[src/rtl/zigzag_pkg.sv]
// -----------------------------------------------------------------------------
// zigzag_pkg
// Shared definitions for the rail-fence (zigzag) cipher blocks.
//   - START_TOKEN_DEFAULT : default start-of-encryption token character
//   - state_t             : controller states {IDLE, ENCRYPT}
//   - *_width helpers     : derive register widths from buffer depth / max key
// -----------------------------------------------------------------------------
package zigzag_pkg;

    localparam logic [7:0] START_TOKEN_DEFAULT = 8'hFA;

    typedef enum logic {
        IDLE    = 1'b0,
        ENCRYPT = 1'b1
    } state_t;

    // pos can reach (count-1) + period, with period <= 2*max_key-2, so it has
    // to hold values up to max_chars + 2*max_key without wrapping.
    function automatic int pos_width(input int max_chars, input int max_key);
        return $clog2(max_chars + 2 * max_key + 1);
    endfunction

    // count spans 0..max_chars inclusive.
    function automatic int count_width(input int max_chars);
        return $clog2(max_chars + 1);
    endfunction

    // Rail index and latched key span 0..max_key.
    function automatic int key_width(input int max_key);
        return $clog2(max_key + 1);
    endfunction

    // Buffer address width (at least one bit).
    function automatic int index_width(input int max_chars);
        return (max_chars > 1) ? $clog2(max_chars) : 1;
    endfunction

endpackage

[src/rtl/zigzag_step_gen.sv]
// -----------------------------------------------------------------------------
// zigzag_step_gen
// Combinational stride generator for walking one rail of a rail-fence cipher.
// Ports:
//   rail  in   current rail index (0..k-1)
//   phase in   0 = next hop goes down-then-up, 1 = up-then-down (middle rails)
//   k     in   rail count (1 = identity)
//   step  out  distance in characters to the next character on this rail
// -----------------------------------------------------------------------------
module zigzag_step_gen #(
    parameter int KEY_W = 4,
    parameter int POS_W = 7
) (
    input  logic [KEY_W-1:0] rail,
    input  logic             phase,
    input  logic [KEY_W-1:0] k,
    output logic [POS_W-1:0] step
);

    logic [POS_W-1:0] period;
    logic [POS_W-1:0] twice_rail;
    logic             middle;

    always_comb begin
        // A single rail degenerates to a plain sequential walk.
        if (k <= KEY_W'(1)) begin
            period = POS_W'(1);
        end else begin
            period = (POS_W'(k) << 1) - POS_W'(2);
        end
        twice_rail = POS_W'(rail) << 1;
        middle     = (rail != '0) && (rail != (k - KEY_W'(1)));

        step = period;
        if (middle) begin
            step = phase ? twice_rail : (period - twice_rail);
        end
    end

endmodule

[src/rtl/zigzag_encryption.sv]
// -----------------------------------------------------------------------------
// zigzag_encryption
// Rail-fence encryptor. Collects plaintext until the start token, then emits
// the ciphertext one character per cycle, rail by rail, for the latched key.
// Each rail ends with one bubble cycle (valid_o low) where the walk runs past
// the message, so a stream lasts exactly count + K cycles.
//
// Ports:
//   clk        in   clock, rising edge
//   rst_n      in   asynchronous reset, active-high (asserted = 1)
//   data_i     in   plaintext character or start token
//   valid_i    in   data_i qualifier (ignored while busy)
//   key        in   rail count, sampled when the token is accepted
//   data_o     out  ciphertext character (holds when valid_o is low)
//   valid_o    out  data_o qualifier, one cycle per character
//   busy       out  high while streaming ciphertext
//   overflow_o out  sticky buffer-full drop flag (only with
//                   ZIGZAG_ENC_OVERFLOW_FLAG_EN defined)
//
// Build option: define ZIGZAG_ENC_OVERFLOW_FLAG_EN to add overflow_o.
// -----------------------------------------------------------------------------
module zigzag_encryption
    import zigzag_pkg::*;
#(
    parameter int                   D_WIDTH                = 8,
    parameter int                   KEY_WIDTH              = 8,
    parameter int                   MAX_NOF_CHARS          = 50,
    parameter int                   MAX_KEY                = 8,
    parameter logic [D_WIDTH-1:0]   START_ENCRYPTION_TOKEN = D_WIDTH'(START_TOKEN_DEFAULT)
) (
    input  logic                 clk,
    input  logic                 rst_n,
    input  logic [D_WIDTH-1:0]   data_i,
    input  logic                 valid_i,
    input  logic [KEY_WIDTH-1:0] key,
    output logic [D_WIDTH-1:0]   data_o,
    output logic                 valid_o,
    output logic                 busy
`ifdef ZIGZAG_ENC_OVERFLOW_FLAG_EN
    ,
    output logic                 overflow_o
`endif
);

    localparam int POS_W = pos_width(MAX_NOF_CHARS, MAX_KEY);
    localparam int CNT_W = count_width(MAX_NOF_CHARS);
    localparam int KEY_W = key_width(MAX_KEY);
    localparam int IDX_W = index_width(MAX_NOF_CHARS);

    state_t             state;
    logic [D_WIDTH-1:0] mem [MAX_NOF_CHARS];
    logic [CNT_W-1:0]   count;
    logic [POS_W-1:0]   pos;
    logic [KEY_W-1:0]   rail;
    logic [KEY_W-1:0]   k;
    logic               phase;
    logic [POS_W-1:0]   step;

    logic               is_token;
    logic               room;
    logic               in_range;
    logic               last_rail;
    logic               middle_rail;
    logic [IDX_W-1:0]   wr_idx;
    logic [IDX_W-1:0]   rd_idx;

    // Keys below 2 mean "no transposition"; oversized keys saturate.
    function automatic logic [KEY_W-1:0] clamp_key(input logic [KEY_WIDTH-1:0] kin);
        if (kin < KEY_WIDTH'(2)) begin
            return KEY_W'(1);
        end else if (kin > KEY_WIDTH'(MAX_KEY)) begin
            return KEY_W'(MAX_KEY);
        end else begin
            return KEY_W'(kin);
        end
    endfunction

    assign is_token    = (data_i == START_ENCRYPTION_TOKEN);
    assign room        = (count < CNT_W'(MAX_NOF_CHARS));
    assign in_range    = (pos < POS_W'(count));
    assign last_rail   = (rail == (k - KEY_W'(1)));
    assign middle_rail = (rail != '0) && !last_rail;
    assign wr_idx      = count[IDX_W-1:0];
    assign rd_idx      = pos[IDX_W-1:0];

    zigzag_step_gen #(
        .KEY_W (KEY_W),
        .POS_W (POS_W)
    ) u_step_gen (
        .rail  (rail),
        .phase (phase),
        .k     (k),
        .step  (step)
    );

    // Character buffer: data only, never reset.
    always_ff @(posedge clk) begin
        if (state == IDLE && valid_i && !is_token && room) begin
            mem[wr_idx] <= data_i;
        end
    end

    always_ff @(posedge clk or posedge rst_n) begin
        if (rst_n) begin
            state   <= IDLE;
            count   <= '0;
            pos     <= '0;
            rail    <= '0;
            k       <= KEY_W'(1);
            phase   <= 1'b0;
            data_o  <= '0;
            valid_o <= 1'b0;
            busy    <= 1'b0;
`ifdef ZIGZAG_ENC_OVERFLOW_FLAG_EN
            overflow_o <= 1'b0;
`endif
        end else begin
            case (state)
                IDLE: begin
                    valid_o <= 1'b0;
                    if (valid_i) begin
                        if (is_token) begin
                            // An empty message never starts a stream.
                            if (count != '0) begin
                                k     <= clamp_key(key);
                                rail  <= '0;
                                pos   <= '0;
                                phase <= 1'b0;
                                busy  <= 1'b1;
                                state <= ENCRYPT;
                            end
                        end else if (room) begin
                            count <= count + CNT_W'(1);
                        end else begin
`ifdef ZIGZAG_ENC_OVERFLOW_FLAG_EN
                            overflow_o <= 1'b1;
`endif
                        end
                    end
                end

                ENCRYPT: begin
                    if (in_range) begin
                        data_o  <= mem[rd_idx];
                        valid_o <= 1'b1;
                        pos     <= pos + step;
                        if (middle_rail) begin
                            phase <= ~phase;
                        end
                    end else begin
                        // Walked past the message: one bubble, then next rail.
                        valid_o <= 1'b0;
                        if (last_rail) begin
                            busy  <= 1'b0;
                            count <= '0;
                            state <= IDLE;
`ifdef ZIGZAG_ENC_OVERFLOW_FLAG_EN
                            overflow_o <= 1'b0;
`endif
                        end else begin
                            rail  <= rail + KEY_W'(1);
                            pos   <= POS_W'(rail) + POS_W'(1);
                            phase <= 1'b0;
                        end
                    end
                end

                default: begin
                    state <= IDLE;
                end
            endcase
        end
    end

endmodule
[config.mk]
export PLATFORM = sky130hd
export DESIGN_NAME = zigzag_encryption
export DESIGN_NICKNAME = d
export VERILOG_FILES = /design/src/rtl/zigzag_pkg.sv /design/src/rtl/zigzag_step_gen.sv /design/src/rtl/zigzag_encryption.sv
export SDC_FILE = /design/constraint.sdc
export NUM_CORES = 1
export LEC_CHECK = 0
export CAP_MARGIN = 20
export CORE_ASPECT_RATIO = 1.75
export CORE_MARGIN = 2
export CORE_UTILIZATION = 45
export DETAILED_ROUTE_END_ITERATION = 10
export MAX_ROUTING_LAYER = met4
export PLACE_DENSITY = 0.58
export SLEW_MARGIN = 20
export SYNTH_ARGS = -nofsm -noshare
export SYNTH_HDL_FRONTEND = slang
export SYNTH_SLANG_ARGS = --single-unit
[constraint.sdc]
create_clock -name clk -period 6.2 [get_ports clk]
set_input_delay 1.24 -clock clk [delete_from_list [all_inputs] [get_ports clk]]
set_output_delay 1.24 -clock clk [all_outputs]
set_load 0.02 [all_outputs]
* Word-level counts from Yosys, hierarchy flattened
Memories as Yosys holds them, arrays and structs flattened. A register that Yosys moved wholly into a read port is not among the register bits. Index checks and enable logic that the tools add are counted.
Word-level totals: register bits 25, RAM bits 400, word-level logic and storage cells 98, memories kept 1
Operators by class: add/sub/neg operators 7, order comparisons 5, equality and inequality tests 13, multiplexer cells 46, bitwise logic cells 2, reduce and logical (&&, ||, !) cells 16
Memory list:
- mem | words 50, bits a word 8, rd ports 1, clocked after memory_dff 1, wr ports 1, RTL line zigzag_encryption.sv:51 | logic [D_WIDTH-1:0] mem [MAX_NOF_CHARS];
Operator list (count):
- $mux W7 | 8
- $mux W6 | 5
- $mux W4 | 7
- $reduce_and A5 Y1 | 4
- $mux W1 | 19
- $pmux W7 S2 | 1
- $ne A2 B2 Y1 const B | 6
- $pmux W6 S2 | 1
- $eq A8 B8 Y1 const B | 1
- $gt A8 B4 Y1 const B | 1
- $lt A8 B2 Y1 const B | 1
- $pmux W1 S2 | 4
- $pmux W4 S2 | 1
- $reduce_and A4 Y1 | 2
- $add A7 B7 Y7 | 1
- $lt A7 B6 Y1 | 1
- $sub A7 B5 Y7 | 1
- $add A6 B1 Y6 const B | 1
- $lt A6 B6 Y1 const B | 1
- $reduce_bool A6 Y1 | 1
- $sub A5 B2 Y6 const B | 1
- $add A4 B1 Y5 const B | 1
- $logic_and A1 B1 Y1 | 5
- $add A4 B1 Y4 const B | 1
- 11 further kinds | 14

* Longest topological paths before layout
word-level depth 8, depth in mapped cells 18, mapped depth without buffers 18

* By module
From an unflattened synthesis, not the netlist that was laid out.
Unflattened totals: cell total of the unflattened synthesis 1055, area total of the unflattened synthesis 18184.9 um2
Modules (own cells, without submodules):
- zigzag_encryption | instances 1, cells an instance 978, area an instance 17630.7 um2
- zigzag_step_gen | instances 1, cells an instance 77, area an instance 554.3 um2

* Worst setup path before layout
OpenSTA, ideal clock, no wires.
path type reg2reg, from reg k[0], to reg pos[6], library setup time 136 ps, data arrival time 3369 ps, required time 6064 ps, path slack 2695 ps, cell stages (with the launch flop) 17, buffers on the path 0, clock period less this slack 3505 ps, cell sequence dfstp_2 inv_1 ha_1 o21ai_0 nand2_1 ha_1 fa_1 nor2_1 a211oi_1 a21oi_1 ha_1 a21oi_1 o211ai_1 a21oi_1 xor2_1 xnor2_1 o21ai_0
Between the ends: longest elaborated chain between the ends 8
Ends and longest elaborated chain:
- from (decl) | RTL line zigzag_encryption.sv:55 | logic [KEY_W-1:0] k;
- from (signal assigned) | RTL line zigzag_encryption.sv:125 | k <= clamp_key(key);
- $sub A5 B2 Y6 or $le A4 B1 Y1 (tied branches) | RTL line zigzag_step_gen.sv:29, zigzag_step_gen.sv:26
- $mux W7 | RTL line zigzag_step_gen.sv:26 | if (k <= KEY_W'(1)) begin
- $sub A7 B5 Y7 | RTL line zigzag_step_gen.sv:36 | step = phase ? twice_rail : (period - twice_rail);
- $mux W7 | RTL line zigzag_step_gen.sv:36
- $mux W7 | RTL line zigzag_step_gen.sv:35 | if (middle) begin
- $add A7 B7 Y7 | RTL line zigzag_encryption.sv:146 | pos <= pos + step;
- $mux W7 | RTL line zigzag_encryption.sv:143 | if (in_range) begin
- $pmux W7 S2 | RTL line zigzag_encryption.sv:118 | case (state)
- to (signal assigned) | RTL line zigzag_encryption.sv:146
- to (signal assigned) | RTL line zigzag_encryption.sv:162 | pos <= POS_W'(rail) + POS_W'(1);
- to (decl) | RTL line zigzag_encryption.sv:53 | logic [POS_W-1:0] pos;
Several ways; a longest one is shown, not always the timed one. A chain may end at the register's enable or synchronous reset.

* Worst setup path in the final report
Same ends and word-level chain as after synthesis.

==> key figures <==
STA
  – Max Slew Vio Count: 0
  – Finish-stage setup viols: 0
  – Post-Route Skew: 0.0173 ns
  – RSZ-0062 raised after global routing: no
  – Final min period: 3.93 ns
  – Max Clk Rate: 0.255 GHz
  – Period utilization: 63.3%
  – Rel. slew slack: 35.3%
  – Least-Margin Pin Slew: 0.971 ns
  – Post-route setup slack: 2.27 ns
  – Hold Fails Final Rpt: 0
  – Final setup TNS: 0 ns

Worst setup path
  – Critical path class: reg -> reg
  – CP required: 6.61 ns
  – RR Startpoint: k[0]
  – CP arrival: 4.34 ns
  – Crit path launch: k[0]
  – CP endpoint kind: register
  – Crit-path max FO: 7
  – CP startpoint kind: register

Power and ir drop
  – Peak VDD IR: 0.000152 V
  – Leakage: 6.27 nW
  – PwrDens: 346 nW/µm²

Logic synthesis
  – Synth area leader: edfxtp_1
  – Synth top area cells: edfxtp_1 (67%), mux4_2 (11%), dfrtp_1 (4.5%)
  – Synth Flop Type: edfxtp_1
  – Cells after synthesis: 1004
  – Post-synthesis register bit count: 433
  – Register area share after synthesis: 71.5%
  – Syn Area/Cell: 17.9 µm²
  – Post-Syn Area: 17900 µm²
  – Ys async rst share: 7.62%
  – Yosys Warn Count: 0
  – Synth Net Count: 1045
  – Area share of the largest cell type after synthesis: 66.9%
  – Post-synth cell types: 69
  – Post-synth EDFFs: 400

Die
  – Die footprint: 41600 µm²
  – Die Ht: 268 µm
  – # rows: 96
  – Ports: 29
  – Initial Util: 45.7%
  – Horiz. Die Dim: 155 µm
  – Core area: 39300 µm²

Routing
  – Uppermost layer routed: met4
  – Drt pass-1 iters: 6
  – Drt wl/cell: 27.6 µm
  – WL met2: 23800 µm
  – Initial DRC count: 696
  – Routed WL: 43200 µm
  – Residual DRC count: 0
  – Via/cell ratio: 5.86
  – Post-DRT Antenna Nets: 0
  – Vias: 9149
  – DR WL met3: 1630 µm
  – Routed met1 length: 16300 µm

Global routing
  – Largest net degree at the start of global routing: 51
  – Vias in the first global route: 9524
  – Global-route wire length before repair: 64000 µm
  – GR Overflow Total: 0
  – GRT Resource Usage Total: 21.9%
  – Initial antenna violation count: 0

Clock network
  – Post-CTS setup buffers: 0
  – CTS Hold Buffers Added: 0
  – CTS tree: built
  – Reg clk slew, reported paths: 0.07 ns
  – Clock sink count: 433
  – Skew-Pair Late Insertion Delay: 0.55 ns
  – Total CTS buffers: 38
  – Post-CTS sizing: 0
  – Root buffer cell: clkbuf_16
  – Clock Tree Buf Depth: 3
  – H-Tree Depth: 2

Final layout
  – ANT cells: 0
  – Layout cell share with drive strength beyond 1: 17.4%
  – Area Growth Syn to Fin: 10.5%
  – Nets: 1086

Worst hold path
  – HP Start: data_o[7]
  – Hold Path Class: reg -> reg

Placement
  – GPL Wtd Cong: 0.833
  – DP Worst Slack: 2.21 ns
  – Post-DP HPWL: 28600 µm
  – IO Port Bufs: 28

Job
  – Maxcap violations: 0

Outcome
  – Status: finished clean
## cell type report
| cell class | count | area [µm²] |
|---|---|---|
| fill | 3186 | 19500 |
| sequential | 433 | 12800 |
| multi-input combinational | 504 | 4760 |
| clock buffer | 48 | 1010 |
| tap | 490 | 613 |
| timing repair buffer | 45 | 368 |
| clock inverter | 19 | 145 |
| inverter | 23 | 86.3 |
## sequential cells by signal (all words and copies together) (netlist names)
signal / cells
mem: 400
valid_o: 1
phase: 1
rail: 4
busy: 1
count: 6
pos: 7
k: 4
state: 1
data_o: 8
## layer usage
metal  up-vias  track usage (%)
li1       4096                -
met1      4746             25.3
met2       243             39.5
met3        64             2.52
met4         0             7.41
met5         -                -
## kinds of logic (layout without fill, tap and decap cells)
group	Yosys count	after routing	synth area share (%)
DFF	433	433	71.5
and+or+nand+nor	201	201	5.08
muxes	138	138	13.9
AOI/OAI and AO/OA	128	128	4.96
buffers and inverters	67	135	1.96
adders and majority gates	23	23	1.67
xor gates and xnor gates	14	14	0.844
## worst paths after layout
check                            end  slack, ns  depth (start not counted)
setup / recovery              pos[6]       2.27                         18
hold / removal             data_o[7]       0.50                          2
setup reg to reg              pos[6]       2.27                         18
hold reg to reg            data_o[7]       0.50                          2
max in group asynchronous     pos[0]       4.73                          3
min in group asynchronous       k[1]       1.11                          3
## worst max-delay path: stages, from the launching register on
cell and delay (ns):
dfstp_2 0.60, inv_1 0.08, ha_1 0.24, o21ai_0 0.38
nor2b_1 0.24, ha_1 0.14, nor2b_1 0.17, nor2_1 0.08
maj3_1 0.37, xnor2_1 0.15, mux2i_1 0.08, o21ai_0 0.19
ha_1 0.30, nand2_1 0.10, o211ai_1 0.09, a21oi_1 0.18
xor2_1 0.19, xnor2_1 0.13, o21ai_0 0.10
## per-stage QoR
stage          instances  power, mW  instance area [µm²]  hold slack [ns]  util [%]
3_5_place_dp        1495       4.67                18700            0.502      47.5
6_report            1562       6.87                19800            0.497      50.5
4_1_cts             1562       6.92                19800            0.517      50.5
5_1_grt             1562       7.12                19800            0.549      50.5
2_1_floorplan       1004       4.22                17900            0.491         -
3_3_place_gp        1495       4.66                18700            0.465      47.5
## layout by cell type (no fill, tap or decap), types with 3 or more instances in the layout
master,count
edfxtp_1,400
mux4_2,86
nor2_1,72
nand2_1,59
mux2i_1,41
clkbuf_16,39
dfrtp_1,28
o21ai_0,27
a21oi_1,25
inv_1,23
nand3_1,22
ha_1,20
clkdlybuf4s50_1,20
buf_4,17
a221oi_1,11
nor2b_1,10
nor3_1,10
xnor2_1,10
clkinv_2,10
mux2_2,9
clkbuf_1,9
a31oi_1,8
buf_2,8
and2_1,7
a22oi_1,6
a211oi_1,5
o211ai_1,5
a32oi_1,5
o211a_1,5
clkinv_1,5
nand4_1,4
a32o_1,4
nand2b_1,3
a21o_1,3
o21ai_1,3
o31ai_1,3
## cell usage after synthesis (all sizes together) (11+ instances only)
cell type / number
dfrtp: 32
mux4: 88
buf: 30
ha: 20
mux2i: 41
a21oi: 25
nand3: 22
clkbuf: 14
inv: 23
nor3: 12
a221oi: 11
nor2: 72
o21ai: 30
nand2: 59
edfxtp: 400
## report_power, final
| group | switching (mW) | leakage [nW] | internal [mW] |
|---|---|---|---|
| logic | 0.694 | 1.69 | 0.429 |
| registers | 0.155 | 4.01 | 3.33 |
| clock network | 1.02 | 0.571 | 1.24 |
| total | 1.87 | 6.27 | 5.00 |
(Power assumes the default switching activity.)
